<file path="src/rtl/conn_table_arbiter.sv">
// conn_table_arbiter
//   Shares the single-port connection-config table RAM between NUM_REQ
//   ingress lookup requesters and one AXI-lite config read/write path.
//   After reset the whole table is scrubbed to zero, then one RAM access is
//   granted per cycle through a 3-cycle pipeline (grant -> RAM strobe ->
//   RAM data -> registered response).
//
//   Optional feature macro: LOOKUP_STATS_EN
//     defined   : stat_hit_cnt / stat_miss_cnt count lookup hits/misses
//     undefined : both ports tied to 0
//
// Ports
//   reg_clk, reset_n            clock, synchronous active-low reset
//   init_done                   high once the scrub has finished
//   lk_req_valid/index/ready    per-requester lookup request, one-hot grant
//   lk_rsp_valid/data/hit       one-hot response strobe, shared data, bit 7
//   cfg_valid/we/index/wdata    config request
//   cfg_ready                   config grant
//   cfg_rsp_valid/rdata         config response (rdata 0 for writes)
//   mem_en/we/addr/wdata        RAM strobe, registered
//   mem_rdata                   RAM data, valid the cycle after mem_en
//   stat_hit_cnt/stat_miss_cnt  lookup statistics
module conn_table_arbiter #(
  parameter int NUM_REQ      = 4,
  parameter int DATA_SIZE    = 32,
  parameter int INDEX_SIZE   = 15,
  parameter int CFG_MAX_HOLD = 8
) (
  input  logic                          reg_clk,
  input  logic                          reset_n,
  output logic                          init_done,
  input  logic [NUM_REQ-1:0]            lk_req_valid,
  input  logic [NUM_REQ*INDEX_SIZE-1:0] lk_req_index,
  output logic [NUM_REQ-1:0]            lk_req_ready,
  output logic [NUM_REQ-1:0]            lk_rsp_valid,
  output logic [DATA_SIZE-1:0]          lk_rsp_data,
  output logic                          lk_rsp_hit,
  input  logic                          cfg_valid,
  input  logic                          cfg_we,
  input  logic [INDEX_SIZE-1:0]         cfg_index,
  input  logic [DATA_SIZE-1:0]          cfg_wdata,
  output logic                          cfg_ready,
  output logic                          cfg_rsp_valid,
  output logic [DATA_SIZE-1:0]          cfg_rdata,
  output logic                          mem_en,
  output logic                          mem_we,
  output logic [INDEX_SIZE-1:0]         mem_addr,
  output logic [DATA_SIZE-1:0]          mem_wdata,
  input  logic [DATA_SIZE-1:0]          mem_rdata,
  output logic [31:0]                   stat_hit_cnt,
  output logic [31:0]                   stat_miss_cnt
);

  localparam int ID_W   = (NUM_REQ > 1) ? $clog2(NUM_REQ) : 1;
  localparam int HOLD_W = $clog2(CFG_MAX_HOLD + 1);
  localparam logic [HOLD_W-1:0] HOLD_MAX = HOLD_W'(CFG_MAX_HOLD);

  typedef enum logic {S_INIT, S_RUN} state_t;

  // tag carried alongside an access until its response is produced
  typedef struct packed {
    logic            is_cfg;
    logic            we;
    logic [ID_W-1:0] id;
  } tag_t;

  state_t                  state, state_nx;
  logic [INDEX_SIZE-1:0]   scrub_cnt;
  logic [ID_W-1:0]         rr_ptr, rr_ptr_nx;
  logic [HOLD_W-1:0]       streak, streak_nx;
  logic                    any_lk;
  logic                    lk_gnt;
  logic [ID_W-1:0]         lk_gnt_id;
  logic [INDEX_SIZE-1:0]   lk_gnt_index;
  logic [1:0]              vld_pipe;
  tag_t [1:0]              tag_pipe;

  assign any_lk = |lk_req_valid;

  // Next state + arbitration. Grants wait for init_done so nothing is
  // granted until the scrub write of the last index has been issued.
  always_comb begin : arb
    int c;
    state_nx     = state;
    rr_ptr_nx    = rr_ptr;
    streak_nx    = streak;
    lk_req_ready = '0;
    cfg_ready    = 1'b0;
    lk_gnt       = 1'b0;
    lk_gnt_id    = '0;
    lk_gnt_index = '0;
    c            = 0;
    case (state)
      S_INIT: if (&scrub_cnt) state_nx = S_RUN;
      S_RUN: if (init_done) begin
        if (cfg_valid && (streak < HOLD_MAX || !any_lk)) begin
          cfg_ready = 1'b1;
          // streak only counts config wins over pending lookups
          if (!any_lk)               streak_nx = '0;
          else if (streak < HOLD_MAX) streak_nx = streak + 1'b1;
        end else if (any_lk) begin
          for (int k = 0; k < NUM_REQ; k++) begin
            c = (int'(rr_ptr) + k) % NUM_REQ;
            if (!lk_gnt && lk_req_valid[c]) begin
              lk_gnt          = 1'b1;
              lk_gnt_id       = ID_W'(c);
              lk_gnt_index    = lk_req_index[c*INDEX_SIZE +: INDEX_SIZE];
              lk_req_ready[c] = 1'b1;
              rr_ptr_nx       = ID_W'((c + 1) % NUM_REQ);
            end
          end
          streak_nx = '0;
        end
      end
      default: state_nx = S_INIT;
    endcase
  end

  always_ff @(posedge reg_clk) begin
    if (!reset_n) begin
      state         <= S_INIT;
      scrub_cnt     <= '0;
      rr_ptr        <= '0;
      streak        <= '0;
      init_done     <= 1'b0;
      mem_en        <= 1'b0;
      mem_we        <= 1'b0;
      mem_addr      <= '0;
      mem_wdata     <= '0;
      vld_pipe      <= '0;
      tag_pipe      <= '0;
      lk_rsp_valid  <= '0;
      lk_rsp_data   <= '0;
      lk_rsp_hit    <= 1'b0;
      cfg_rsp_valid <= 1'b0;
      cfg_rdata     <= '0;
    end else begin
      state     <= state_nx;
      rr_ptr    <= rr_ptr_nx;
      streak    <= streak_nx;
      init_done <= (state == S_RUN);

      // stage 1: RAM strobe
      mem_wdata <= '0;
      if (state == S_INIT) begin
        scrub_cnt <= scrub_cnt + 1'b1;
        mem_en    <= 1'b1;
        mem_we    <= 1'b1;
        mem_addr  <= scrub_cnt;
      end else if (cfg_ready) begin
        mem_en    <= 1'b1;
        mem_we    <= cfg_we;
        mem_addr  <= cfg_index;
        mem_wdata <= cfg_we ? cfg_wdata : '0;
      end else if (lk_gnt) begin
        mem_en    <= 1'b1;
        mem_we    <= 1'b0;
        mem_addr  <= lk_gnt_index;
      end else begin
        mem_en    <= 1'b0;
        mem_we    <= 1'b0;
      end
      vld_pipe[0] <= cfg_ready | lk_gnt;
      tag_pipe[0] <= '{is_cfg: cfg_ready, we: cfg_ready & cfg_we, id: lk_gnt_id};

      // stage 2: RAM data arrives
      vld_pipe[1] <= vld_pipe[0];
      tag_pipe[1] <= tag_pipe[0];

      // stage 3: registered response
      lk_rsp_valid  <= '0;
      cfg_rsp_valid <= 1'b0;
      if (vld_pipe[1]) begin
        if (tag_pipe[1].is_cfg) begin
          cfg_rsp_valid <= 1'b1;
          cfg_rdata     <= tag_pipe[1].we ? '0 : mem_rdata;
        end else begin
          lk_rsp_valid[tag_pipe[1].id] <= 1'b1;
          lk_rsp_data                  <= mem_rdata;
          lk_rsp_hit                   <= mem_rdata[7];
        end
      end
    end
  end

`ifdef LOOKUP_STATS_EN
  always_ff @(posedge reg_clk) begin
    if (!reset_n || !init_done) begin
      stat_hit_cnt  <= '0;
      stat_miss_cnt <= '0;
    end else if (|lk_rsp_valid) begin
      if (lk_rsp_hit) begin
        if (~&stat_hit_cnt) stat_hit_cnt <= stat_hit_cnt + 1'b1;
      end else begin
        if (~&stat_miss_cnt) stat_miss_cnt <= stat_miss_cnt + 1'b1;
      end
    end
  end
`else
  assign stat_hit_cnt  = '0;
  assign stat_miss_cnt = '0;
`endif

endmodule

</file>
<file path="config.mk">
export PLATFORM = sky130hd
export DESIGN_NAME = conn_table_arbiter
export DESIGN_NICKNAME = d
export VERILOG_FILES = /design/src/rtl/conn_table_arbiter.sv
export SDC_FILE = /design/constraint.sdc
export NUM_CORES = 1
export LEC_CHECK = 0
export CORE_UTILIZATION = 30
export DETAILED_ROUTE_END_ITERATION = 10
export PLACE_DENSITY = 0.5
export SYNTH_ARGS = -nofsm -noshare
export SYNTH_HDL_FRONTEND = slang
export SYNTH_SLANG_ARGS = --single-unit
</file>
<file path="constraint.sdc">
create_clock -name reg_clk -period 5.3 [get_ports reg_clk]
set_input_delay 1.06 -clock reg_clk [delete_from_list [all_inputs] [get_ports reg_clk]]
set_output_delay 1.06 -clock reg_clk [all_outputs]
set_load 0.005 [all_outputs]
</file>
======== Word-level counts from Yosys, hierarchy flattened ========
Index checks and enable logic that the tools add are counted.
operators by class
  $add $sub $neg .......................... 8
  $mul .................................... 4
  div/mod/pow operators ................... 0
  magnitude comparators ................... 11
  eq/ne operators ......................... 2
  shift-type cells ........................ 4
  muxes and demuxes ....................... 95
  bitwise logic cells ..................... 15
  reductions and logical operators ........ 29
operator list
  kind                                                  number
  indexed part select 60 x 8 -> 15 bit                  3
  two-way mux 15 bit                                    10
  two-way mux 4 bit                                     24
  indexed part select 60 x 7 -> 15 bit                  1
  two-way mux 1 bit                                     43
  two-way mux 32 bit                                    1
  multiplier 3 x 5 -> 8 bit (second input constant)     3
  two-way mux 2 bit                                     8
  adder 15 x 1 -> 15 bit (second input constant)        1
  AND reduction 15 bit                                  1
  < comparator 3 x 4 -> 1 bit (second input constant)   3
  bitwise OR 4 bit                                      3
  adder 2 bit (second input constant)                   5
  demux 1 bit (select 2 bit)                            5
  >= comparator 3 x 1 -> 1 bit (second input constant)  3
  logical AND 1 bit                                     9
  binary-select mux 1 bit (select 2 bit)                4
  AND reduction 4 bit                                   2
  inverter 1 bit                                        7
  < comparator 2 x 3 -> 1 bit (second input constant)   2
  multiplier 2 x 4 -> 6 bit (second input constant)     1
  AND reduction 2 bit                                   3
  OR reduction 2 bit                                    3
  AND reduction 5 bit                                   1
  16 further kinds                                      22
word-level totals
  bits in registers ....................... 152
  latch bits .............................. 0
  memory bits (writable) .................. 0
  bits in read-only memories .............. 0
  bits of input ports ..................... 147
  output and inout bits ................... 189
  memories ................................ 0

======== Logic depth before layout (Yosys ltp) ========
Gate-level depths: netlist of the first run.
  word-level depth ........................ 31
  depth in mapped cells ................... 15
  mapped depth without buffers ............ 8

======== Worst setup path after synthesis of the first run ========
OpenSTA, ideal clock, no wires.
  kind .................................... register to output
  start ................................... register rr_ptr[1]
  end ..................................... output port lk_req_ready[3]
  data arrival time ....................... 3.426 ns
  setup slack ............................. 0.814 ns
  stages on the path, launching flop included .. 12
  cells stage by stage .................... dfxtp_1 buf_1 clkbuf_1 inv_1 ha_1 buf_4 mux4_2 or3_1 nor2_1 clkbuf_1 a222oi_1 a21oi_1
on the way
  cells in the longest elaborated chain, start to end .. 28
  elaborated cells on any way between the ends .. 84
ends and longest elaborated chain
  element                                                                               line  source
  start, declared                                                                       69    logic [ID_W-1:0] rr_ptr, rr_ptr_nx;
  start signal, assigned                                                                139   rr_ptr <= rr_ptr_nx;
  parallel branches: the longest is 23 deep, another holds < comparator 3 x 4 -> 1 bit  -
  two-way mux 4 bit *                                                                   104   if (!lk_gnt && lk_req_valid[c]) begin
  two-way mux 4 bit *                                                                   101   end else if (any_lk) begin
  two-way mux 4 bit *                                                                   96    if (cfg_valid && (streak < HOLD_MAX || !any_lk)) begin
  two-way mux 4 bit *                                                                   95    S_RUN: if (init_done) begin
  two-way mux 4 bit *                                                                   93    case (state)
  end, declared                                                                         34    output logic [NUM_REQ-1:0] lk_req_ready,
Every way passes the cells marked *. The select of a mux whose other input is x is not followed.

======== Final worst setup path of the first run ========
  start ................................... input port lk_req_valid[0]
  end ..................................... output port lk_req_ready[3]
on the way
  cells in the longest elaborated chain, start to end .. 28
  elaborated cells on any way between the ends .. 59
ends and longest elaborated chain
  element                                  line  source
  start, declared                          32    input logic [NUM_REQ-1:0] lk_req_valid,
  binary-select mux 1 bit (select 2 bit)   104
  two-way mux 1 bit (implied by the code)  104
  two-way mux 1 bit                        104
  two-way mux 1 bit                        101
  two-way mux 1 bit                        96
  two-way mux 1 bit                        95
  two-way mux 1 bit                        93
  logical NOT 1 bit                        104
  (+12 left out)                           -
  two-way mux 1 bit                        93
  logical NOT 1 bit                        104
  logical AND 1 bit                        104
  two-way mux 4 bit                        104
  two-way mux 4 bit                        101
  two-way mux 4 bit *                      96
  two-way mux 4 bit *                      95
  two-way mux 4 bit *                      93
Every way passes the cells marked *; elsewhere a longest branch is shown, timed or not. The select of a mux whose other input is x is not followed.

==> metrics.txt, run 1 <==
Mapped Area 0.0132 mm²; die area 0.0447 mm²; Slew Limit Fails 0; Finished Layout Cells 2169; Period Utilization, post-route about 93%; DRT antenna net count 0; layout cell share with drive strength beyond 1 16.6%; Final Util 38.8%; YS warnings 0; Clock Power Share 42.3%; Max H-tree Level 4; area fraction in compound gates after synthesis ~17%; Comb pwr share 18.2%; post-cts resize count 0; final-report hold violation count 0; GP Congestion 0.987; Critical R2R Launch rr_ptr[0]; Die H between 200 and 250 µm; Diodes inserted 0; clk slew on worst S/H paths 0.06 ns; CP Class in2out; CTS Sinks 151; root buffer cell clkbuf_16; setup violators final 0; CP Max Fanout 14; Pre-Repair DR Iteration Count 8; core area 0.0432 mm²; NetSw 775 µW; sequential share of power 39.5%; vias in the first global route 11800; reg2reg setup slack about 1.2 ns; Slew @ Worst Pin approximately 1 ns; WP data arrival 3.85 ns; outcome complete, no violations; clk_skew 0.00968 ns; Setup TNS 0 ns; post-route minimum period 4.91 ns; PortBufs 271; max-cap violations 0; sequential-to-total area share from yosys stat 23.0%; VDD IR-drop max approximately 0.16 mV; RSZ-0062 raised after global routing no; total clock buffers created by CTS 17; 1st-iter DRT viols 1564; Lkg Pwr about 5.6 nW; worst reg2reg path endpoint mem_addr[7]; CTS tree built; Placed Cells 2137; via count approximately 13000; FF-to-FF path depth 7; Synth Flop Type dfxtp_1; Cell Rows 76; fraction of synthesis flops using an asynchronous set or reset pin 0%; postcts setup bufs 0; startpoint types input pin; CP required 4.24 ns; drt via density 5.88; FMAX 0.204 GHz; initial antenna violation count 4; Area growth, synth to finish 27.1%; io pins ~340; EDFF count, synth 0; Worst Setup SP lk_req_valid[0]; # nets final around 1700; worst skew pair latency 0.43 ns; Switching Fraction 26.8%; dpl hpwl 44000 µm; Synth Register Bits about 150; CTS Buffer Depth 2; Synth cell types 69; CTS Hold Buffers Added 0; wire per inst 27.0 µm; largest net degree at the start of global routing roughly 120; min-delay worst type reg2reg; Synth Area in Adders less than 1%; total track usage between 20 and 30%; type of element capturing the critical path output pin; PwrDens 173 mW/mm²; largest family of logic cells by synthesized area multiplexers; Critical path destination lk_req_ready[3]; fin worst setup slack 0.392 ns; Post-Route WL approximately 60000 µm; grt total ovfl 0; Pint ~2.1 mW; Mapped Avg Cell Area ~9.6 µm²; Slew HR 33.3%; mux contribution to synthesized area 36.0%; residual DRC count 0; Setup WS pre-CTS a little under 0.4 ns; Synth Area in Simple Gates approximately 14%; die width 212 µm; first-pass GRT wire length 84600 µm; Synth Instances ~1400; Post-Synth XOR/XNOR Area 0.732%; Initial Util 30.5%
## area by class of cell
class	count	area, µm²
fill	4340	26400
clock inverter	10	119
timing repair buffer	315	3050
multi-input combinational	1064	9250
clock buffer	22	475
sequential	151	3030
inverter	22	82.6
tap	585	732
## per-layer routing
metal	vias to the layer above	share of wire, %	track usage, %
met4	8	3.9	10.3
met5	-	0.094	0
met2	905	44	40.1
met3	141	11	6.32
li1	5486	-	-
met1	6212	41	34.2
## metrics by stage
step	power [mW]	hold WS [ns]	area [µm²]
final	2.89	0.433	16700
after global routing	2.98	0.456	16700
after CTS	2.90	0.434	16700
after detailed placement	1.67	0.420	16100
after global placement	1.67	0.417	16100
after floorplan	1.42	0.412	13400
## cell usage in the layout, fill, tap and decap left out, types with 6 or more instances in the layout
cell type and instances:
dfxtp_1 150, or3_1 6, nand2b_1 7, a221oi_1 9, a21oi_1 30, nor2b_1 11, inv_1 18, a21boi_0 38
clkdlybuf4s50_1 270, and3_1 10, nand2_1 163, nand3_1 36, o21a_1 7, ha_1 7, o221ai_1 8, o211a_1 6
mux4_2 146, mux2_2 23, o22ai_1 11, o21ai_0 50, nor2_1 60, a311oi_1 6, xnor2_1 9, mux2i_1 117
and2_1 53, nor3_1 15, a31oi_1 19, conb_1 64, nand4_1 7, clkbuf_16 18, o211ai_1 24, a22o_1 34
buf_4 43, a211oi_1 12
## logic make-up (layout without fill, tap and decap cells)
family                     after synthesis  in the layout
and+or+nand+nor                        388            388
AOI/OAI and AO/OA                      304            304
adders and majority gates               10             10
muxes                                  287            287
other                                    1             64
DFF                                    151            151
xor gates and xnor gates                11             11
buffers and inverters                  215            369
## power by group through the flow
stage | Sequential (mW) | Combinational [mW] | Clock, mW
2_1_floorplan | 1.17 | 0.254 | 0
3_3_place_gp | 1.17 | 0.508 | 0
3_5_place_dp | 1.17 | 0.506 | 0
4_1_cts | 1.14 | 0.508 | 1.25
5_1_grt | 1.14 | 0.542 | 1.30
6_report | 1.14 | 0.525 | 1.22
## Yosys cell counts, types with 15 or more instances
library cell / n / area share [%]
nand2_1: 163 / 4.6
dfxtp_1: 151 / 23
mux4_2: 146 / 25
mux2i_1: 117 / 8.9
clkbuf_1: 84 / 2.4
buf_4: 79 / 4.5
nor2_1: 62 / 1.8
and2_1: 53 / 2.5
o21ai_0: 50 / 1.9
a21boi_0: 38 / 2.2
nand3_1: 36 / 1.4
a22o_1: 34 / 2.3
a21oi_1: 30 / 1.1
o211ai_1: 24 / 1.4
mux2_2: 23 / 2.0
a31oi_1: 19 / 0.90
inv_1: 18 / 0.51
buf_2: 15 / 0.57
nor3_1: 15 / 0.57
## sequential cells by signal, indices dropped and copies added (netlist names)
| name | cells |
|---|---|
| cfg_rdata | 32 |
| lk_rsp_data | 32 |
| mem_wdata | 32 |
| mem_addr | 15 |
| scrub_cnt | 15 |
| tag_pipe | 8 |
| lk_rsp_valid | 4 |
| streak | 4 |
| rr_ptr | 2 |
| vld_pipe | 2 |
| cfg_rsp_valid | 1 |
| init_done | 1 |
| mem_en | 1 |
| mem_we | 1 |
| state | 1 |
## worst min-delay path by stage
stage	cells after the start	slack, ns	start	endpoint
final	1	0.43	vld_pipe[0]	vld_pipe[1]
after global routing	1	0.46	tag_pipe[2]	tag_pipe[6]
after CTS	1	0.43	vld_pipe[0]	vld_pipe[1]
after detailed placement	1	0.42	vld_pipe[0]	vld_pipe[1]
after global placement	1	0.42	vld_pipe[0]	vld_pipe[1]
after floorplan	1	0.41	tag_pipe[0]	tag_pipe[4]
## worst max-delay path, cell delays in order
cell and delay [ns]:
clkdlybuf4s50_1 0.49, mux4_2 0.65, or3_1 0.43, nor2_1 0.31
a222oi_1 0.12, a21oi_1 0.24, clkdlybuf4s50_1 0.54
(Power assumes the default switching activity.)
==> run 2: changes to the inputs <==
--- a/config.mk
+++ b/config.mk
@@ -5,9 +5,9 @@
 export SDC_FILE = /design/constraint.sdc
 export NUM_CORES = 1
 export LEC_CHECK = 0
-export CORE_UTILIZATION = 30
+export CORE_UTILIZATION = 50
 export DETAILED_ROUTE_END_ITERATION = 10
-export PLACE_DENSITY = 0.5
+export PLACE_DENSITY = 0.78
 export SYNTH_ARGS = -nofsm -noshare
 export SYNTH_HDL_FRONTEND = slang
 export SYNTH_SLANG_ARGS = --single-unit
==> run 2 against run 1 <==
Against the previous run:
- cell area down 1.7%
- clock-buffer cell count decreased by 4
- via count increased by 2.9%
- sequential cell count unchanged
- sequential share of layout area is 0.31 points higher
- final cell count is 11% lower
- largest power group unchanged
- sequential power about the same
- clock power about the same
- die area decreased by 40%
- combinational power shrank 0.8%
- non-clock buffer count is 7 higher
==> metrics.txt, run 2 (synthesis results as in run 1) <==
Critical R2R Launch rr_ptr[0]; die area between 0.02 and 0.03 mm²; WP data arrival 3.89 ns; grt total ovfl 0; RSZ-0062 raised after global routing no; PwrDens between 150 and 200 mW/mm²; FF-to-FF path depth 8; Slew Limit Fails 0; Hold WS 0.437 ns; die width between 150 and 200 µm; CP Class in2out; Max stage delay on crit path roughly 0.64 ns; Max H-tree Level 4; via count around 13000; Storage cell area between 0.003 and 0.004 mm²; Hold Path Sink tag_pipe[6]; min-delay worst type reg2reg; CP Max Fanout 14; fill count between 2000 and 2500; Placed Cells ~1900; dpl hpwl between 30000 and 40000 µm; Pre-Repair DR Iteration Count 6; clk slew on worst S/H paths ~0.060 ns; Diodes inserted 0; clk_skew 0.0109 ns; VDD IR-drop max roughly 0.26 mV; reg2reg setup slack 1.37 ns; crit-path cells clkdlybuf4s50_1, mux4_2, or3_1, nor2_1, a222oi_1, a21oi_1, clkdlybuf4s50_1; residual DRC count 0; worst hold start tag_pipe[2]; Setup TNS 0 ns; post-cts resize count 0; CTS tree built; Multi-input gate area 0.00924 mm²; final-report hold violation count 0; Final Cell Area 0.0165 mm²; vias in the first global route between 10000 and 15000; number of buffers and inverters on the critical path 2; # nets final 1735; 1st-iter DRT viols 2029; type of element capturing the critical path output pin; Pwr Total between 2 and 3 mW; Period Utilization, post-route about 93%; total track usage approximately 39%; PortBufs 271; Critical-path top delay cell mux4_2; GP Congestion between 1 and 1.5; most frequent cells in the layout 270 x clkdlybuf4s50_1, 163 x nand2_1, 150 x dfxtp_1, 146 x mux4_2, 117 x mux2i_1; Setup WS pre-CTS ~0.42 ns; layout cell share with drive strength beyond 1 17.0%; CTS Sinks 151; setup violators final 0; Slew HR between 20% and 30%; Cell Rows 59; post-route minimum period 4.95 ns; DRT antenna net count 0; initial antenna violation count 0; Top Registers cfg_rdata: 32 flops, lk_rsp_data: 32 flops, mem_wdata: 32 flops; Initial Util 50.8%; Slew @ Worst Pin 1.09 ns; largest net degree at the start of global routing 117; first-pass GRT wire length between 70000 and 80000 µm; CTS Hold Buffers Added 0; hold path cells 1; FMAX slightly above 0.2 GHz; worst skew pair latency 0.42 ns; wire per inst ~28 µm; outcome complete, no violations; drt via density 6.82; max-cap violations 0; total clock buffers created by CTS 17; Die H about 160 µm; io pins roughly 340; postcts setup bufs 0; Finished Layout Cells 1925; core area 0.0259 mm²; root buffer cell clkbuf_16; startpoint types input pin; Post-Route WL between 50000 and 60000 µm; placed instance area 0.0159 mm²; Final Util 63.5%; CP required 4.24 ns; Area growth, synth to finish 24.9%; most frequent CP cell clkdlybuf4s50_1; Lkg Pwr ~5.6 nW; CTS Buffer Depth 2; critical path's top delay family buffers and inverters; fin worst setup slack 0.352 ns; worst reg2reg path endpoint mem_addr[7]; commonest non-fill, non-tap cell in the layout clkdlybuf4s50_1
## run 2: cell types whose count changed in the layout (fill, tap and decap cells not counted), sizes merged
cell / previous run / this run
clkbuf: 22 / 18
buf: 45 / 52
inv: 22 / 28
clkinvlp: 3 / 5
bufinv: 2 / 1
clkinv: 5 / 1
## run 2: layer usage
layer  wire [µm]  part of all wire (%)  vias to the layer above  GRT usage (%)
li1            -                     -                     5495              -
met1       18700                    35                     6251           48.3
met2       24100                    45                     1169           61.0
met3        7380                    14                      213           10.7
met4        2980                   5.6                        0           19.7
met5           0                     0                        -              0
## run 2: how the worst max path moves through the flow
stage,start,end,slack (ns),cells after the start
after floorplan,rr_ptr[1],lk_req_ready[3],0.81,11
after global placement,lk_req_valid[2],lk_req_ready[3],0.54,7
after detailed placement,lk_req_valid[0],lk_req_ready[3],0.42,7
after CTS,lk_req_valid[0],lk_req_ready[3],0.41,7
after global routing,lk_req_valid[1],lk_req_ready[3],0.22,7
final,lk_req_valid[1],lk_req_ready[3],0.35,7
## run 2: final cells by class
class	count	area share, %
clock inverters	13	0.814
flip-flops and latches	151	18.4
clock buffers	18	2.74
multi-input cells	1064	56.2
repair buffers	322	18.9
inverters	22	0.502
well taps	335	2.55
## run 2: power breakdown
part           total, mW  switching [mW]  internal (mW)
combinational      0.521           0.278          0.242
sequential          1.14         0.00320           1.14
clock               1.20           0.511          0.685
==> run 3: changes to the inputs <==
--- a/config.mk
+++ b/config.mk
@@ -5,6 +5,7 @@
 export SDC_FILE = /design/constraint.sdc
 export NUM_CORES = 1
 export LEC_CHECK = 0
+export CORE_MARGIN = 2
 export CORE_UTILIZATION = 50
 export DETAILED_ROUTE_END_ITERATION = 10
 export PLACE_DENSITY = 0.78
==> run 3 against run 2 <==
Against the previous run:
- register-to-register slack worse by 0.15 ns
- hold slack better by 0.014 ns
- sequential power about the same
- utilization decreased by 0.41 points
==> metrics.txt, run 3 (synthesis results as in run 1) <==
outcome complete, no violations; clk slew on worst S/H paths 0.06 ns; DRT antenna net count 0; Critical R2R Launch rr_ptr[0]; Die H 166 µm; layout cell share with drive strength beyond 1 between 15 and 20%; Period Utilization, post-route 91.3%; postcts setup bufs 0; most frequent CP cell clkdlybuf4s50_1; CTS Hold Buffers Added 0; FF-to-FF path depth 8; clk_skew 0.00918 ns; Slew @ Worst Pin 1.12 ns; residual DRC count 0; dpl hpwl ~40000 µm; min-delay worst type reg2reg; post-cts resize count 0; via count 13000; wire per inst 27.8 µm; total clock buffers created by CTS 17; Area growth, synth to finish 24.5%; commonest non-fill, non-tap cell in the layout clkdlybuf4s50_1; Cell Rows 59; max-cap violations 0; # nets final 1728; Storage cell area about 0.0030 mm²; crit-path cells clkdlybuf4s50_1, mux4_2, or3_1, nor2_1, a222oi_1, a21oi_1, clkdlybuf4s50_1; fill count 2132; Slew Limit Fails 0; WP depth 7; Pre-Repair DR Iteration Count 6; hold path cells 1; Max stage delay on crit path 0.65 ns; setup violators final 0; first-pass GRT wire length a little under 80000 µm; Initial Util 50.7%; Top Registers cfg_rdata: 32 flops, lk_rsp_data: 32 flops, mem_wdata: 32 flops; initial antenna violation count 1; CP required 4.24 ns; most frequent cells in the layout 270 x clkdlybuf4s50_1, 163 x nand2_1, 150 x dfxtp_1, 146 x mux4_2, 117 x mux2i_1; WP data arrival 3.78 ns; root buffer cell clkbuf_16; Post-Route WL 53300 µm; CP Max Fanout 14; startpoint types input pin; largest net degree at the start of global routing about 100; GP Congestion 1.06; CTS Buffer Depth 2; CP Class in2out; FMAX 0.207 GHz; VDD IR-drop max between 0.2 and 0.3 mV; PortBufs roughly 270; Slew HR 25.0%; number of buffers and inverters on the critical path 2; Critical-path top delay cell mux4_2; type of element capturing the critical path output pin; Final Util 63.1%; die area 0.0277 mm²; Max H-tree Level 4; post-route minimum period 4.84 ns; io pins 336; CTS Sinks about 150; worst skew pair latency 0.42 ns; critical path's top delay family buffers and inverters; die width 166 µm; core area 0.0260 mm²; drt via density between 6 and 7; CTS tree built; 1st-iter DRT viols 1778; total track usage 37.5%; grt total ovfl 0; worst hold start tag_pipe[3]; Setup TNS 0 ns; Multi-input gate area 0.00925 mm²; final-report hold violation count 0; Worst Setup SP lk_req_valid[0]; RSZ-0062 raised after global routing no; vias in the first global route 12100; Lkg Pwr 5.58 nW; PwrDens between 150 and 200 mW/mm²
-- run 3: changes by cell type in the layout (fill, tap and decap cells not counted), sizes merged --
cell / change
clkinv: +2
buf: -7
clkinvlp: -1
clkbuf: +1
bufinv: -1
diode: +1
-- run 3: worst paths after layout --
path	slack, ns	endpoint
worst max-delay path	0.46	lk_req_ready[3]
worst min-delay path	0.45	tag_pipe[7]
worst max register to register	1.22	mem_addr[7]
worst min register to register	0.45	tag_pipe[7]
-- run 3: layout make-up --
type | count | area share [%]
multi-input combinational | 1064 | 56.4
tap | 335 | 2.56
sequential | 151 | 18.5
inverter | 22 | 0.504
antenna | 1 | 0.0153
clock buffer | 19 | 2.76
timing repair buffer | 315 | 18.6
clock inverter | 13 | 0.679
-- run 3: metal layers --
layer	global-route usage (%)	part of all wire, %	up-vias
li1	-	-	5498
met1	47.1	35	6116
met2	59.0	45	1137
met3	12.1	14	230
met4	17.4	6.0	0
met5	0	0	-
-- run 3: through the flow --
step | cells | power (mW) | cell area (µm²) | hold slack [ns] | worst slack, ns
2_1_floorplan | 1430 | 1.42 | 13400 | 0.412 | 0.814
5_1_grt | 1919 | 2.88 | 16400 | 0.465 | 0.309
3_3_place_gp | 1887 | 1.65 | 15800 | 0.415 | 0.610
4_1_cts | 1919 | 2.79 | 16400 | 0.450 | 0.477
6_report | 1920 | 2.81 | 16400 | 0.451 | 0.460
3_5_place_dp | 1887 | 1.66 | 15800 | 0.433 | 0.485
-- run 3: worst reg2reg max path: cells and delay by family, from the launching register on --
kind            cells  cell delay (ns)
mux                 2             1.16
compound gates      2             0.57
fa+ha+maj           1             0.29
flops               1             0.52
buf+inv             2             0.81
simple gates        1             0.62
-- run 3: report_power, final --
part | internal (mW) | switching [mW]
Clock | 0.637 | 0.508
Combinational | 0.241 | 0.278
Sequential | 1.14 | 0.00339
